`config.mk`:
```
export PLATFORM = sky130hd
export DESIGN_NAME = imem_boot_loader
export DESIGN_NICKNAME = d
export VERILOG_FILES = /design/src/rtl/imem_boot_loader.sv
export SDC_FILE = /design/constraint.sdc
export NUM_CORES = 1
export LEC_CHECK = 0
export CAP_MARGIN = 20
export CORE_MARGIN = 2
export CORE_UTILIZATION = 42
export CTS_BUF_LIST = sky130_fd_sc_hd__clkbuf_8
export DETAILED_ROUTE_END_ITERATION = 10
export PLACE_DENSITY = 0.67
export SLEW_MARGIN = 15
export SYNTH_ARGS = -nofsm -noshare
export SYNTH_HDL_FRONTEND = slang
export SYNTH_SLANG_ARGS = --single-unit
```
`constraint.sdc`:
```
create_clock -name clk -period 2.85 [get_ports clk]
set_clock_uncertainty 0.1 [all_clocks]
set_input_delay 0.855 -clock clk [delete_from_list [all_inputs] [get_ports clk]]
set_output_delay 0.855 -clock clk [all_outputs]
set_load 0.005 [all_outputs]
```
`src/rtl/imem_boot_loader.sv`:
```
// Boot loader: receives a length-prefixed, XOR-checksummed byte stream, packs it into
// 16-bit words written to instruction memory from address 0, and releases the MCU on success.
module imem_boot_loader #(
    parameter int unsigned ADDR_W = 8
) (
    input  logic              clk,
    input  logic              clear,
    input  logic [7:0]        rx_data,
    input  logic              rx_valid,
    output logic              rx_ready,
    output logic              im_we,
    output logic [ADDR_W-1:0] im_addr,
    output logic [15:0]       im_wdata,
    output logic              core_run,
    output logic              busy,
    output logic              error,
    output logic [ADDR_W:0]   words_loaded
);

    localparam int unsigned DEPTH = 32'(1) << ADDR_W;

    typedef enum logic [2:0] {
        S_LEN_HI,
        S_LEN_LO,
        S_DATA_HI,
        S_DATA_LO,
        S_CHECK,
        S_RUN,
        S_ERROR
    } state_t;

    state_t      state;
    logic [15:0] len;
    logic [7:0]  csum;
    logic [7:0]  hi_byte;

    logic        accept_c;
    logic [15:0] n_len_c;
    logic [31:0] words_next_c;

    assign accept_c     = rx_valid & rx_ready;
    assign n_len_c      = {len[15:8], rx_data};
    // Count including the word being accepted now; the previous write's increment
    // has always landed by the earliest possible next DATA_LO byte.
    assign words_next_c = 32'(words_loaded) + 32'd1;

    always_ff @(posedge clk) begin
        if (clear) begin
            state        <= S_LEN_HI;
            rx_ready     <= 1'b1;
            im_we        <= 1'b0;
            im_addr      <= '0;
            im_wdata     <= '0;
            core_run     <= 1'b0;
            busy         <= 1'b1;
            error        <= 1'b0;
            words_loaded <= '0;
            len          <= '0;
            csum         <= '0;
            hi_byte      <= '0;
        end else begin
            im_we <= 1'b0;

            // Post-write bookkeeping; im_addr wraps naturally after the last of 2**ADDR_W words.
            if (im_we) begin
                im_addr      <= im_addr + ADDR_W'(1);
                words_loaded <= words_loaded + (ADDR_W+1)'(1);
            end

            if (accept_c) begin
                if (state != S_CHECK) begin
                    csum <= csum ^ rx_data;
                end

                case (state)
                    S_LEN_HI: begin
                        len[15:8] <= rx_data;
                        state     <= S_LEN_LO;
                    end
                    S_LEN_LO: begin
                        len[7:0] <= rx_data;
                        if (32'(n_len_c) > DEPTH) begin
                            state    <= S_ERROR;
                            rx_ready <= 1'b0;
                            busy     <= 1'b0;
                            error    <= 1'b1;
                        end else if (n_len_c == 16'd0) begin
                            state <= S_CHECK;
                        end else begin
                            state <= S_DATA_HI;
                        end
                    end
                    S_DATA_HI: begin
                        hi_byte <= rx_data;
                        state   <= S_DATA_LO;
                    end
                    S_DATA_LO: begin
                        im_we    <= 1'b1;
                        im_wdata <= {hi_byte, rx_data};
                        if (words_next_c < 32'(len)) begin
                            state <= S_DATA_HI;
                        end else begin
                            state <= S_CHECK;
                        end
                    end
                    S_CHECK: begin
                        rx_ready <= 1'b0;
                        busy     <= 1'b0;
                        if (rx_data == csum) begin
                            state    <= S_RUN;
                            core_run <= 1'b1;
                        end else begin
                            state <= S_ERROR;
                            error <= 1'b1;
                        end
                    end
                    default: ;
                endcase
            end
        end
    end

endmodule

```
==> run_results.csv <==
group,metric,value,unit
status,outcome,"complete, no violations",
timing,setup_viol,0,
layout,layout-drive-gt1-share,0.1172,
clock_network,cts.sinks,72,
synth,synth_area_per_cell,8.752,um2
power,ir_drop,0.0002855,V
critical_path,path_max_fanout,3,
min_path,min_path_cells,2,
layout,ff_latch_area,0.001443,mm2
critical_path,r2r-start,"words_loaded[0]$_SDFFE_PP0P_",
synth,ys_seq_area_frac,0.4404,
synth,synthTopCellsByArea,"dfxtp_1 (44%), mux2i_1 (8.0%), xor2_1 (6.7%)",
synth,ys_types,41,
critical_path,critical_path_depth,11,
layout,multi_input_area,0.001702,mm2
placement,globalplace.congestion,0.8354,
critical_path,r2r_slack,0.16,ns
global_route,grt_pass1_wl,12420,um
clock_network,cts_buffer_depth,2,
clock_network,numCtsBuffers,9,
layout,layout.nets,452,
clock_network,cts_hold_buf,0,
clock_network,clkLatencyLatePin,0.34,ns
layout,mostFrequentLayoutCell,"dfxtp_1",
clock_network,clk_pin_slew,0.08,ns
timing,hold_ws,0.3507,ns
die,placement_rows,32,
synth,synthFlopType,"dfxtp_1",
layout,synthToLayoutAreaGrowth,27.71,%
timing,fmax,372.0,MHz
synth,ys_warn_count,0,
timing,fin_crit_sh,0.9432,
die,core_area,0.007647,mm2
critical_path,regToRegEndpoint,"state[1]$_SDFFE_PP0P_",
routing,drt_iter0_drc,116,
placement,dp_hpwl,4939,um
critical_path,worstSetupPathType,"reg -> reg",
critical_path,path_buf_inv,0,
routing,antenna_left,0,
synth,synthCells,374,
routing,vias_per_cell,4.916,
power,power_density,535.1,mW/mm2
placement,numPortBuffers,48,
critical_path,reg2regPathDepth,11,
layout,post-route-util,0.5466,
clock_network,cts.htree.levels,3,
routing,drc,0,
die,die_area,0.008516,mm2
global_route,overflow,0,
critical_path,critPathSlowestCell,"dfxtp_1",
die,initial_utilization,0.4280,
clock_network,cts.repair.resized,0,
critical_path,crit_chain,"ha_1, and3_4, and3_1, nand3_1, xnor2_1, ha_1, o21a_1, o21ai_0, o21ba_2, o32ai_2, a211oi_2",
critical_path,cpPeakStageDelay,0.36,ns
synth,synth_edf_count,0,
critical_path,cpMostUsedCell,"ha_1",
global_route,grt_start_max_net_pins,73,
synth,yosysTopAreaCellShare,0.4404,
routing,wire_per_inst,13.28,um
routing,drt_wl_total,7130,um
layout,fillers,719,
min_path,min_path_type,"reg -> reg",
clock_network,cts_tree,"yes",
flow_run,cap_viol_max_count,0,
die,die_w,92.28,um
die,die_h,92.28,um
timing,timing.final.hold_violations,0,
timing,drv_slew,0,
synth,synth_area_leader_cell,"dfxtp_1",
synth,async_reset_ff_frac,0,
min_path,hold_start,"error$_SDFFE_PP0P_",
critical_path,end_kind,"flop",
global_route,grt_antenna_before_repair,0,
global_route,grtUsageTotal,0.1833,
power,leakage,1.672,nW
global_route,first_global_vias,2521,
min_path,min_to,"error$_SDFFE_PP0P_",
synth,syn-num-nets,396,
clock_network,post_cts_buffers,0,
routing,vias,2640,
critical_path,cp-start-kind,"flop",
clock_network,root_buffer,"clkbuf_8",
synth,syn_area,0.003273,mm2
layout,most-common-layout-cells,"dfxtp_1 (71), nand2_1 (58), nor2_1 (56)",
critical_path,required,3.02,ns
routing,detail_route.first_pass.iterations,4,
timing,min_period,2.688,ns
timing,slew_headroom,0.6897,
synth,ys_ff_latch,72,
critical_path,critPathTopFamily,"compound AO/OA/AOI/OAI gates",
timing,worst_slew_pin_slew,0.4649,ns
die,io_pins,49,
layout,diodes,0,
critical_path,crit_arrival,2.85,ns
metrics by stage:
stage          setup slack (ns)  power, W  setup TNS [ns]  cell area, um2  std cells
6_report                 0.1620  0.002237               0            4180        537
5_1_grt                -0.02125  0.002342        -0.02125            4180        537
3_5_place_dp           -0.01031  0.001366        -0.01031            3935        521
3_3_place_gp            0.04594  0.001360               0            3935        521
2_1_floorplan            0.3127  0.001287               0            3273        374
4_1_cts                 0.08442  0.002264               0            4156        537
worst max path at each step:
stage                                             from               endpoint  slack, ns
after global placement                      rx_data[1]  state[1]$_SDFFE_PP0P_       0.05
after CTS                 words_loaded[1]$_SDFFE_PP0P_  state[1]$_SDFFE_PP0P_       0.08
final                     words_loaded[0]$_SDFFE_PP0P_  state[1]$_SDFFE_PP0P_       0.16
after detailed placement                    rx_data[2]  state[1]$_SDFFE_PP0P_      -0.01
after floorplan           words_loaded[2]$_SDFFE_PP0P_  state[1]$_SDFFE_PP0P_       0.31
after global routing      words_loaded[0]$_SDFFE_PP0P_  state[1]$_SDFFE_PP0P_      -0.02
synth_stat cells, types with 2 or more instances:
cell type,count
dfxtp_1,72
nand2_1,58
nor2_1,56
mux2i_1,26
xor2_1,25
a21oi_1,23
clkbuf_1,19
xnor2_1,12
ha_1,11
inv_1,11
o21ai_0,9
and3_1,7
nand4_1,6
a211oi_1,3
nand3_1,3
nor3_1,3
a41oi_1,2
buf_4,2
nor2b_1,2
nor4_2,2
or3_1,2
power breakdown:
part | switching (W) | leakage [nW] | internal (W)
clock network | 0.000378 | 0.110 | 0.000512
registers | 0.0000365 | 0.584 | 0.00104
logic | 0.000138 | 0.978 | 0.000129
registers in the layout, summed over array words and instances, names as in the netlist, 3 cells and up:
| name | flops |
|---|---|
| im_wdata | 16 |
| state | 3 |
| im_addr | 8 |
| len | 16 |
| hi_byte | 8 |
| words_loaded | 9 |
| csum | 8 |
layout make-up:
| class | count | share of cell area |
|---|---|---|
| Clock buffer | 10 | 0.03292 |
| Clock inverter | 6 | 0.02005 |
| Inverter | 11 | 0.009877 |
| Multi-Input combinational cell | 267 | 0.4071 |
| Sequential cell | 72 | 0.3451 |
| Tap cell | 102 | 0.03053 |
| Timing Repair Buffer | 69 | 0.1544 |
per-layer routing:
metal	global-route usage	routed length, um	up-vias
li1	-	-	1354
met1	0.2550	3561	1228
met2	0.2745	3216	46
met3	0.03451	229	12
met4	0.08458	123	0
met5	0	0	-
kinds of logic (layout without fill, tap and decap cells):
logic type | Yosys count | count (layout) | share of synthesized area
mux | 26 | 26 | 0.07951
fa+ha+maj | 11 | 11 | 0.04205
xor+xnor | 37 | 37 | 0.09901
flops | 72 | 72 | 0.4404
compound gates | 46 | 46 | 0.08563
buf+inv | 35 | 96 | 0.04663
simple gates | 147 | 147 | 0.2068
worst reg2reg max path, delay by kind of cell, from the launching register on:
kind            cells  cell delay [ns]
compound gates      5             0.96
xor+xnor            1             0.22
fa+ha+maj           2             0.49
flops               1             0.36
simple gates        3             0.47
Note: power is estimated with default switching activity, not from simulation.
